**config.mk**
```make
export PLATFORM = sky130hd
export DESIGN_NAME = cache_mem_arbiter
export DESIGN_NICKNAME = d
export VERILOG_FILES = /design/src/rtl/cache_mem_arbiter.sv
export SDC_FILE = /design/constraint.sdc
export NUM_CORES = 1
export LEC_CHECK = 0
export ABC_AREA = 1
export BUFFER_PORTS_ARGS = -buffer_cell sky130_fd_sc_hd__buf_2
export CAP_MARGIN = 20
export CORE_AREA = 2 2 203 205
export CTS_CLUSTER_SIZE = 8
export DETAILED_ROUTE_END_ITERATION = 10
export DIE_AREA = 0 0 205 207
export PLACE_DENSITY = 0.54
export SLEW_MARGIN = 20
export SYNTH_ARGS = -nofsm -noshare
export SYNTH_HDL_FRONTEND = slang
export SYNTH_SLANG_ARGS = --single-unit
```
**constraint.sdc**
```tcl
create_clock -name clk -period 2.5 [get_ports clk]
set_clock_uncertainty 0.2 [all_clocks]
set_input_delay 0.375 -clock clk [delete_from_list [all_inputs] [get_ports clk]]
set_output_delay 0.375 -clock clk [all_outputs]
set_load 0.02 [all_outputs]
```
**src/rtl/cache_mem_arbiter.sv**
```systemverilog
// Shares one memory read channel between icache and dcache (round-robin, one read
// in flight) and holds one dcache write in a buffer; reads to the buffered line wait.
module cache_mem_arbiter #(
    parameter int LINE_BYTES = 16,
    parameter int LINE_OFF   = 4
) (
    input  logic                    clk,
    input  logic                    reset,
    input  logic                    ic_rd_req,
    input  logic [2:0]              ic_rd_type,
    input  logic [31:0]             ic_rd_addr,
    output logic                    ic_rd_rdy,
    output logic                    ic_ret_valid,
    output logic                    ic_ret_last,
    input  logic                    dc_rd_req,
    input  logic [2:0]              dc_rd_type,
    input  logic [31:0]             dc_rd_addr,
    output logic                    dc_rd_rdy,
    output logic                    dc_ret_valid,
    output logic                    dc_ret_last,
    output logic [31:0]             ret_data,
    input  logic                    dc_wr_req,
    input  logic [2:0]              dc_wr_type,
    input  logic [31:0]             dc_wr_addr,
    input  logic [3:0]              dc_wr_wstrb,
    input  logic [LINE_BYTES*8-1:0] dc_wr_data,
    output logic                    dc_wr_rdy,
    output logic                    mem_rd_req,
    output logic [2:0]              mem_rd_type,
    output logic [31:0]             mem_rd_addr,
    input  logic                    mem_rd_rdy,
    input  logic                    mem_ret_valid,
    input  logic                    mem_ret_last,
    input  logic [31:0]             mem_ret_data,
    output logic                    mem_wr_req,
    output logic [2:0]              mem_wr_type,
    output logic [31:0]             mem_wr_addr,
    output logic [3:0]              mem_wr_wstrb,
    output logic [LINE_BYTES*8-1:0] mem_wr_data,
    input  logic                    mem_wr_rdy
);
    typedef enum logic [1:0] {
        R_IDLE = 2'd0,
        R_REQ  = 2'd1,
        R_RESP = 2'd2
    } rd_state_t;

    rd_state_t               r_state;
    logic                    r_owner;     // 0 = icache, 1 = dcache
    logic                    r_last_dc;   // last completed read belonged to dcache
    logic                    r_mem_rd_req;
    logic [2:0]              r_rd_type;
    logic [31:0]             r_rd_addr;

    logic                    r_wb_full;
    logic [2:0]              r_wb_type;
    logic [31:0]             r_wb_addr;
    logic [3:0]              r_wb_wstrb;
    logic [LINE_BYTES*8-1:0] r_wb_data;

    logic [1:0]  w_req;
    logic [1:0]  w_hazard;
    logic [1:0]  w_elig;
    logic [1:0]  w_grant;
    logic [1:0]  w_ret_valid;
    logic [1:0]  w_ret_last;
    logic [31:0] w_addr [2];
    logic [2:0]  w_type [2];
    logic        w_wr_capture;
    logic        w_wr_drain;
    logic        w_idle;
    logic        w_resp;

    assign w_req        = {dc_rd_req, ic_rd_req};
    assign w_addr[0]    = ic_rd_addr;
    assign w_addr[1]    = dc_rd_addr;
    assign w_type[0]    = ic_rd_type;
    assign w_type[1]    = dc_rd_type;
    assign w_wr_capture = dc_wr_req && !r_wb_full;
    assign w_wr_drain   = r_wb_full && mem_wr_rdy;
    assign w_idle       = (r_state == R_IDLE);
    assign w_resp       = (r_state == R_RESP);

    genvar gi;
    generate
        for (gi = 0; gi < 2; gi++) begin : g_port
            // A write being captured this cycle blocks its line just like a buffered one.
            assign w_hazard[gi] =
                (r_wb_full && (w_addr[gi][31:LINE_OFF] == r_wb_addr[31:LINE_OFF])) ||
                (w_wr_capture && (w_addr[gi][31:LINE_OFF] == dc_wr_addr[31:LINE_OFF]));
            assign w_elig[gi]      = w_req[gi] && !w_hazard[gi];
            assign w_ret_valid[gi] = w_resp && (r_owner == 1'(gi)) && mem_ret_valid;
            assign w_ret_last[gi]  = w_resp && (r_owner == 1'(gi)) && mem_ret_last;
        end
    endgenerate

    assign w_grant[1] = w_idle && w_elig[1] && (!w_elig[0] || !r_last_dc);
    assign w_grant[0] = w_idle && w_elig[0] && !w_grant[1];

    assign ic_rd_rdy    = w_grant[0];
    assign dc_rd_rdy    = w_grant[1];
    assign ic_ret_valid = w_ret_valid[0];
    assign dc_ret_valid = w_ret_valid[1];
    assign ic_ret_last  = w_ret_last[0];
    assign dc_ret_last  = w_ret_last[1];
    assign ret_data     = w_resp ? mem_ret_data : 32'd0;

    assign mem_rd_req   = r_mem_rd_req;
    assign mem_rd_type  = r_rd_type;
    assign mem_rd_addr  = r_rd_addr;

    assign dc_wr_rdy    = !r_wb_full;
    assign mem_wr_req   = r_wb_full;
    assign mem_wr_type  = r_wb_type;
    assign mem_wr_addr  = r_wb_addr;
    assign mem_wr_wstrb = r_wb_wstrb;
    assign mem_wr_data  = r_wb_data;

    always_ff @(posedge clk) begin
        if (reset) begin
            r_state      <= R_IDLE;
            r_owner      <= 1'b0;
            r_last_dc    <= 1'b0;
            r_mem_rd_req <= 1'b0;
            r_rd_type    <= 3'd0;
            r_rd_addr    <= 32'd0;
        end else begin
            case (r_state)
                R_IDLE: begin
                    if (|w_grant) begin
                        r_state      <= R_REQ;
                        r_owner      <= w_grant[1];
                        r_mem_rd_req <= 1'b1;
                        r_rd_type    <= w_grant[1] ? w_type[1] : w_type[0];
                        r_rd_addr    <= w_grant[1] ? w_addr[1] : w_addr[0];
                    end
                end
                R_REQ: begin
                    if (mem_rd_rdy) begin
                        r_state      <= R_RESP;
                        r_mem_rd_req <= 1'b0;
                    end
                end
                R_RESP: begin
                    // Only the last flag ends a read; beat count is left to memory.
                    if (mem_ret_valid && mem_ret_last) begin
                        r_state   <= R_IDLE;
                        r_last_dc <= r_owner;
                    end
                end
                default: begin
                    r_state      <= R_IDLE;
                    r_mem_rd_req <= 1'b0;
                end
            endcase
        end
    end

    always_ff @(posedge clk) begin
        if (reset) begin
            r_wb_full  <= 1'b0;
            r_wb_type  <= 3'd0;
            r_wb_addr  <= 32'd0;
            r_wb_wstrb <= 4'd0;
            r_wb_data  <= '0;
        end else if (w_wr_capture) begin
            r_wb_full  <= 1'b1;
            r_wb_type  <= dc_wr_type;
            r_wb_addr  <= dc_wr_addr;
            r_wb_wstrb <= dc_wr_wstrb;
            r_wb_data  <= dc_wr_data;
        end else if (w_wr_drain) begin
            r_wb_full  <= 1'b0;
        end
    end
endmodule

```
==> reports/results.tsv, run 1 <==
metric	value	unit
final_area	16700	um2
netlist_instances	1471	
syn_area	9710	um2
cp_data_required_time	1.92	ns
async_reset_ff_share	0	%
total_power	10500	uW
die_height	207	um
synth_edf_count	0	
routed_wirelength	46700	um
synth-seq-cells	208	
max_stage_delay	0.35	ns
detail-route-antenna-nets	0	
setup_slack	-0.222	ns
avgViaCountPerCell	4.47	
via_count	12440	
tns	-1.15	ns
status	complete, but fails checks	
core	40400	um2
dr_wl_met2	22500	um
synthesis.nets	1749	
insertion_delay	0.57	ns
grt_pass1_wl	67700	um
hpwl	32800	um
drv_cap	0	
multiInputGateArea	4890	um2
top_layer	met5	
place.gp.congestion	0.891	
fmax	367	MHz
antenna_found_initial	24	
die_x	205	um
cts_tree	yes	
wl_met1	17700	um
ios	521	
power.density	629	nW/um2
synth_top_area_share	42.9	%
place_area	13000	um2
grt_usage	20.4	%
ir_drop	0.505	mV
syn_area_per_cell	6.60	um2
synth_warnings	0	
dominantRegCellSynth	dfxtp_1	
clkSinkCount	208	
hold_slack	-0.00365	ns
min_path_type	primary input to flop	
yosys.area.top_type	dfxtp_1	
slew_viol_final	0	
max_slew_margin	35.6	%
yosys.cell_types.count	36	
cp_max_fo	4	
grt_overflow	0	
crit_chain	inv_1 > nand2_1 > nand2_1 > nor2_2 > nand2_1 > nor2_1 > nand2_1 > nor2_1 > nor2_1 > nand3_2 > nand2_2 > inv_4 > buf_12 > buf_8	
fillers	4170	
critPathMostFrequentCell	nand2_1	
violations	negative hold slack, negative setup slack	
synth-seq-area-share	42.9	%
cts_made_buffers	31	
clk_path_buf_depth	3	
drc	0	
die_area	42400	um2
grt_max_degree	146	
grt_pass1_vias	12115	
finalNetCount	2503	
critPathLaunchType	flop	
portBuffers	520	
cts.htree.levels	1	
path_class	flop to primary output	
yosys-top-cells-area	dfxtp_1 43%, nor2_1 17%, o21ai_0 9.9%	
grt_setup_unrepaired	true	
final_core_util	41.4	%
wl_met3	4380	um
clk_pin_slew	0.06	ns
critPathArrivalTime	2.15	ns
start_util	24.1	%
p_leak	0.00841	uW
rows	74	
slowest_stage	dfxtp_2	
register_area	4210	um2
area_growth	72.2	%
worst_pin_slew	0.966	ns
firstDrtPassIters	7	
wire_per_inst	16.8	um
fin_crit_sh	109	%
finalSetupViolCount	26	
drive_gt1_share	34.0	%
final-hold-violation-count	1	
root_buffer	clkbuf_16	
post-route-min-period	2.72	ns
dr.first_iter.drc_count	919	
endpoint_kind	primary output	
[report_power, final]
group          switching (uW)  internal (uW)
Clock                    1510           2270
Sequential                195           3630
Combinational            1710           1210
[cell usage in the layout, fill, tap and decap left out, types with 4 or more instances in the layout]
master and instances:
inv_2 18, nor3_2 5, nor3_1 5, o22ai_1 6
inv_1 114, nor2_4 15, nand2_1 228, nand3_1 18
buf_6 11, dfxtp_1 184, o21ai_2 17, buf_2 508
o21ai_1 43, xor2_1 9, clkbuf_16 35, xnor2_1 21
a21oi_1 27, nor2_1 416, buf_12 13, nor2_2 26
inv_4 4, o21ai_0 182, buf_4 57, clkbuf_1 4
dlygate4sd3_1 200, nand4_1 9, dfxtp_2 19, diode_2 18
dfxtp_4 5, nand2_2 5
[cell usage after synthesis (2+ instances only)]
master / number
nor2_1: 437
nand2_1: 231
dfxtp_1: 208
o21ai_0: 193
inv_1: 125
clkbuf_1: 58
o21ai_1: 50
a21oi_1: 29
xnor2_1: 21
nand3_1: 19
nor2_2: 19
inv_2: 11
nand4_1: 9
xor2_1: 9
buf_6: 8
nor3_1: 8
buf_1: 6
o22ai_1: 6
nand2_2: 3
or2_1: 3
buf_12: 2
nor3_2: 2
[path summary, 6_finish.rpt]
check	from	to	slack [ns]	depth (start not counted)
setup / recovery	mem_wr_addr[22]$_SDFFE_PP0P_	dc_rd_rdy	-0.22	14
hold reg to reg	mem_wr_data[11]$_SDFFE_PP0P_	mem_wr_data[11]$_SDFFE_PP0P_	0.27	2
setup reg to reg	mem_wr_addr[22]$_SDFFE_PP0P_	mem_rd_type[1]$_SDFFE_PP0P_	-0.06	19
hold / removal	ic_rd_addr[7]	mem_rd_addr[7]$_SDFFE_PP0P_	-0.004	5
[metal layers]
metal  up-vias  global-route usage, %
li1       6127                      -
met1      5630                   22.6
met3       121                   6.01
met2       550                   35.8
met4        12                   9.20
met5         -                      0
[sequential cells by signal, summed over array words and instances (netlist names)]
register      flops
mem_rd_addr      32
mem_rd_req        1
mem_rd_type       3
mem_wr_addr      32
mem_wr_data     128
mem_wr_req        1
mem_wr_type       3
mem_wr_wstrb      4
r_last_dc         1
r_owner           1
r_state           2
[critical path, delay by kind of cell, from the launching register on]
family | cells | cell delay, ns
DFF | 1 | 0.35
and+or+nand+nor | 10 | 0.84
buffers and inverters | 4 | 0.37
[cell families (layout without fill, tap and decap cells)]
| group | Yosys count | count (layout) | share of synthesized area, % |
|---|---|---|---|
| other cells | 0 | 18 | 0 |
| compound gates | 282 | 282 | 14.7 |
| simple gates | 736 | 736 | 30.2 |
| buf+inv | 215 | 975 | 9.53 |
| flops | 208 | 208 | 42.9 |
| xor+xnor | 30 | 30 | 2.70 |
[metrics by stage]
step	setup slack [ns]	cells
CTS	-0.243	2737
global placement	-0.107	2489
global route	-0.388	2775
floorplan	0.133	1471
finish	-0.222	2781
detailed placement	-0.112	2489
[final cells by class]
| class | instances | share of cell area, % |
|---|---|---|
| inverter | 138 | 3.34 |
| sequential | 208 | 25.1 |
| clock buffer | 38 | 4.97 |
| multi-input combinational | 1048 | 29.2 |
| antenna | 18 | 0.269 |
| timing repair buffer | 795 | 32.8 |
| clock inverter | 1 | 0.0523 |
| timing repair inverter | 3 | 0.262 |
| tap | 532 | 3.98 |
[timing repair]
action | CTS | global route
hold buffers | 200 | 0
resized for setup | 68 | 96
endpoints found under the setup margin | 39 | 75
pin swaps | 14 | 41
cloned | 1 | 7
buffers inserted | 8 | 19
endpoints found under the hold margin | 192 | 0
Note: power is estimated with default switching activity, not from simulation.
==> inputs of run 2 (changes only) <==
SKIP_LAST_GASP = 1   (was unset)
==> reports/results.tsv, run 2 (same netlist as run 1, synthesis figures left out) <==
metric	value	unit	change
status	complete, but fails checks		
violations	negative setup slack		
p_switching	3460	uW	+1.5%
grt_setup_unrepaired	true		
start_util	24.1	%	unchanged
switching_share	32.6	%	+0.21 points
area_growth	73.5	%	
fin_crit_sh	110	%	+1.1 points
routed_wirelength	47300	um	+1.3%
mostFrequentLayoutCells	515 x buf_2, 412 x nor2_1, 227 x nand2_1		
rows	74		unchanged
grt_max_degree	146		unchanged
critPathArrivalTime	2.17	ns	+0.02 ns
final-hold-violation-count	0		-1
post-route-min-period	2.75	ns	+0.0279 ns
power.density	629	nW/um2	+0.10%
grt_overflow	0		unchanged
grt_usage	20.4	%	about the same
min_path_type	primary input to flop		
path_class	flop to primary output		
ir_drop	0.507	mV	+0.43%
placedCellCount	2489		unchanged
critPathLaunchType	flop		
insertion_delay	0.57	ns	about the same
fmax	364	MHz	-1.0%
combPwrFrac	28.2	%	+0.5 points
clk_path_buf_depth	3		unchanged
cp_data_required_time	1.92	ns	about the same
fillers	4155		-0.36%
avgViaCountPerCell	4.49		+0.43%
dr.first_iter.drc_count	906		-1.4%
slew_viol_final	0		unchanged
final_cells	2784		+0.11%
max_slew_margin	36.8	%	+1.2 points
wire_per_inst	17.0	um	+1.2%
ios	521		unchanged
root_buffer	clkbuf_16		
setup_slack	-0.250	ns	-0.0279 ns
drc	0		unchanged
die_area	42400	um2	unchanged
cts_made_buffers	31		unchanged
clk_pin_slew	0.05	ns	about the same
cts_tree	yes		
place.gp.congestion	0.891		unchanged
grt_pass1_wl	67700	um	about the same
endpoint_kind	primary output		
clkPwrFrac	35.6	%	-0.3 points
final_common_cell	buf_2		
drive_gt1_share	34.4	%	+0.45 points
die_x	205	um	unchanged
core	40400	um2	unchanged
clkSinkCount	208		unchanged
tns	-6.02	ns	-4.88 ns
firstDrtPassIters	6		-1
hpwl	32800	um	unchanged
largest_reg_flops	128		unchanged
p_int	7150	uW	+0.52%
antenna_found_initial	24		unchanged
pwr-share-seq	36.1	%	-0.3 points
finalNetCount	2506		+0.12%
worst_pin_slew	0.948	ns	-0.0175 ns
drv_cap	0		unchanged
detail-route-antenna-nets	0		unchanged
finalSetupViolCount	39		+50%
portBuffers	520		unchanged
via_count	12507		+0.54%
p_leak	0.00847	uW	+0.64%
cp_max_fo	4		unchanged
grt_pass1_vias	12128		+0.11%
cts.htree.levels	1		unchanged
die_height	207	um	unchanged
==> run 2: changes by cell type in the layout (fill, tap and decap cells not counted), moves of 3 or more <==
cell / change
nor2_1: -4
o21ai_1: -8
nor2_2: +3
inv_1: +4
buf_2: +7
o21ai_2: +7
buf_4: -8
inv_2: -3
==> run 2: layer usage <==
layer  track usage [%]  part of all wire [%]  up-vias
li1                  -                     -     6131
met1              22.6                    38     5718
met2              35.9                    48      536
met3              5.99                   9.0      110
met4              9.23                   4.4       12
met5                 0                  0.16        -
==> run 2: timing repair <==
item                                    4_1_cts  5_1_grt
hold endpoints to repair                    192        0
pin swaps                                    14       55
gates cloned                                  1        9
endpoints found under the setup margin       39       75
setup buffers                                 8       20
hold buffers                                200        0
resized for setup                            51      122
==> run 2: power by group through the flow <==
stage | clock (uW) | sequential [uW] | combinational, uW
6_report | 3780 | 3830 | 3000
2_1_floorplan | 0 | 4220 | 987
3_5_place_dp | 0 | 3880 | 2330
3_3_place_gp | 0 | 3860 | 2310
5_1_grt | 4040 | 3870 | 3240
4_1_cts | 3900 | 3820 | 2630
==> run 2: final timing paths <==
kind                                 from  cells after the start                           end  slack, ns
max          mem_wr_addr[22]$_SDFFE_PP0P_                     14                     dc_rd_rdy      -0.25
min                        ic_rd_addr[29]                      5  mem_rd_addr[29]$_SDFFE_PP0P_       0.04
max reg2reg  mem_wr_addr[22]$_SDFFE_PP0P_                     21  mem_rd_addr[23]$_SDFFE_PP0P_      -0.20
min reg2reg  mem_wr_data[11]$_SDFFE_PP0P_                      2  mem_wr_data[11]$_SDFFE_PP0P_       0.27
==> run 2: cell type report <==
class	instances	area, um2	area share (%)
Timing Repair Buffer	795	5500	32.6
Multi-Input combinational cell	1048	4930	29.3
Sequential cell	208	4200	24.9
Clock buffer	38	832	4.94
Tap cell	532	666	3.95
Inverter	138	556	3.30
Timing Repair inverter	6	115	0.683
Antenna cell	18	45.0	0.267
Clock inverter	1	8.76	0.0520
==> run 2: per-stage QoR <==
step | util, % | setup WS, ns | total power [uW] | cell area [um2] | hold WS, ns
6_report | 41.7 | -0.250 | 10600 | 16900 | 0.0436
5_1_grt | 41.7 | -0.373 | 11100 | 16800 | 0.0596
4_1_cts | 39.7 | -0.246 | 10300 | 16000 | 0.00234
3_5_place_dp | 32.2 | -0.112 | 6200 | 13000 | 0.267
3_3_place_gp | 32.2 | -0.107 | 6180 | 13000 | 0.255
2_1_floorplan | - | 0.133 | 5210 | 9710 | 0.237
==> run 2: worst max-delay path, stage by stage, from the launching register on <==
cell	delay, ns
dfxtp_2	0.35
inv_1	0.07
nand2_1	0.06
nand2_1	0.06
nor2_2	0.17
nand2_1	0.09
nor2_1	0.09
nand2_1	0.09
nor2_2	0.13
nor2_2	0.06
nand3_2	0.09
nand2_4	0.06
inv_4	0.07
buf_12	0.11
buf_8	0.10
==> inputs of run 3 (changes only) <==
PLACE_DENSITY = unset   (was 0.54)
TNS_END_PERCENT = 20   (was unset)
==> reports/results.tsv, run 3 (same netlist as run 1, synthesis figures left out) <==
metric	value	unit	change
mostFrequentLayoutCells	518 x buf_2, 415 x nor2_1, 216 x nand2_1		
worstSetupStartpoint	mem_wr_addr[12]$_SDFFE_PP0P_		
clk_path_buf_depth	3		unchanged
die_height	207	um	unchanged
worst_pin_slew	0.889	ns	-0.0594 ns
finalNetCount	2469		-1.5%
endpoint_kind	primary output		
min_path_type	primary input to flop		
drv_cap	0		unchanged
grt_usage	19.9	%	-0.49 points
crit_chain	xnor2_1 > nand3_1 > nor2_1 > nand2_2 > nor2_4 > nor2_4 > nand3_2 > nand2_4 > inv_6 > buf_12 > buf_8		
via_count	12276		-1.8%
grt_overflow	0		unchanged
grt_max_degree	146		unchanged
portBuffers	520		unchanged
hold_slack	0.0218	ns	-0.0218 ns
pre_cts_ws	-0.0874	ns	+0.0246 ns
cp_data_required_time	1.92	ns	about the same
critPathArrivalTime	2.15	ns	-0.02 ns
cp_max_fo	4		unchanged
power.density	630	nW/um2	about the same
antenna_found_initial	25		+4.2%
status	complete, but fails checks		
cts.htree.levels	1		unchanged
detail-route-antenna-nets	0		unchanged
max_stage_delay	0.36	ns	about the same
firstDrtPassIters	5		-1
fmax	366	MHz	+0.75%
reg2reg_depth	14		-33%
root_buffer	clkbuf_16		
worstSetupEndpoint	dc_rd_rdy		
die_x	205	um	unchanged
finalSetupViolCount	2		-95%
clkSinkCount	208		unchanged
setup_slack	-0.229	ns	+0.0204 ns
place.gp.congestion	0.947		+6.4%
drc	0		unchanged
fillers	4170		+0.36%
wire_per_inst	16.4	um	-3.8%
ir_drop	0.415	mV	-18%
critPathLaunchType	flop		
r2r_slack	0.04	ns	+0.24 ns
dr.first_iter.drc_count	996		+9.9%
slew_viol_final	0		unchanged
core	40400	um2	unchanged
final_common_cell	buf_2		
ios	521		unchanged
largest_reg_flops	128		unchanged
start_util	24.1	%	unchanged
fin_crit_sh	109	%	-0.82 points
max_slew_margin	40.8	%	+4.0 points
r2r_start	mem_wr_addr[12]$_SDFFE_PP0P_		
post-route-min-period	2.73	ns	-0.0204 ns
slowest_stage	dfxtp_2		
p_leak	0.00817	uW	-3.5%
grt_pass1_wl	65800	um	-2.9%
drive_gt1_share	33.3	%	-1.1 points
avgViaCountPerCell	4.48		-0.34%
rows	74		unchanged
grt_pass1_vias	11851		-2.3%
final-hold-violation-count	0		unchanged
routed_wirelength	44900	um	-5.3%
clk_pin_slew	0.05	ns	about the same
path_class	flop to primary output		
critPathMostFrequentCell	nor2_4		
r2r_end	mem_rd_addr[0]$_SDFFE_PP0P_		
grt_setup_unrepaired	true		
cts_made_buffers	30		-3.2%
violations	negative setup slack		
die_area	42400	um2	unchanged
cts_tree	yes		
insertion_delay	0.57	ns	about the same
area_growth	67.0	%	
hpwl	32300	um	-1.5%
-- run 3: layer usage --
metal	GRT usage [%]	wire, um	up-vias	part of all wire (%)
met5	0	77	-	0.17
met4	9.63	2040	10	4.6
met3	5.22	3860	119	8.6
met2	34.8	21500	573	48
met1	22.4	17300	5539	39
li1	-	-	6035	-
-- run 3: timing repair --
item / CTS / global route
gates resized for setup: 59 / 58
gates cloned: 0 / 1
hold buffers: 195 / 0
endpoints found under the setup margin: 6 / 35
hold endpoints to repair: 190 / 0
pin swaps: 14 / 32
setup buffers: 8 / 10
-- run 3: critical path, delay by kind of cell (launching register included) --
| kind | cells | cell delay (ns) |
|---|---|---|
| simple gates | 7 | 0.69 |
| flops | 1 | 0.36 |
| buf+inv | 3 | 0.29 |
| xor+xnor | 1 | 0.25 |
-- run 3: final cells by class --
cell class	instances	area, um2	area share [%]
Clock buffer	34	807	4.97
Timing Repair Buffer	765	5110	31.5
Tap cell	532	666	4.10
Antenna cell	16	40.0	0.247
Sequential cell	208	4230	26.0
Clock inverter	1	5.00	0.0308
Multi-Input combinational cell	1048	4820	29.7
Inverter	138	546	3.36
-- run 3: stage by stage --
step | instances | TNS (ns) | cell area (um2) | total power, uW | utilization (%)
finish | 2742 | -0.434 | 16200 | 10200 | 40.2
global route | 2737 | -1.12 | 16200 | 10700 | 40.2
CTS | 2716 | -0.714 | 15900 | 10200 | 39.5
detailed placement | 2478 | -0.126 | 13000 | 6220 | 32.2
global placement | 2478 | -0.205 | 13000 | 6190 | 32.2
floorplan | 1471 | 0 | 9710 | 5210 | -
-- run 3: where the power goes --
part	internal (uW)	switching (uW)
Clock	2210	1450
Sequential	3630	191
Combinational	1100	1620
-- run 3: worst min-delay path by stage --
| stage | from | endpoint | slack, ns | cells past startpoint |
|---|---|---|---|---|
| 6_report | ic_rd_addr[15] | mem_rd_addr[15]$_SDFFE_PP0P_ | 0.02 | 5 |
| 5_1_grt | ic_rd_addr[9] | mem_rd_addr[9]$_SDFFE_PP0P_ | 0.05 | 5 |
| 3_5_place_dp | mem_rd_req$_SDFFE_PP0P_ | mem_rd_req$_SDFFE_PP0P_ | 0.26 | 2 |
| 2_1_floorplan | reset | mem_rd_req$_SDFFE_PP0P_ | 0.24 | 1 |
| 4_1_cts | ic_rd_addr[9] | mem_rd_addr[9]$_SDFFE_PP0P_ | 0.0009 | 5 |
| 3_3_place_gp | mem_wr_data[53]$_SDFFE_PP0P_ | mem_wr_data[53]$_SDFFE_PP0P_ | 0.26 | 2 |
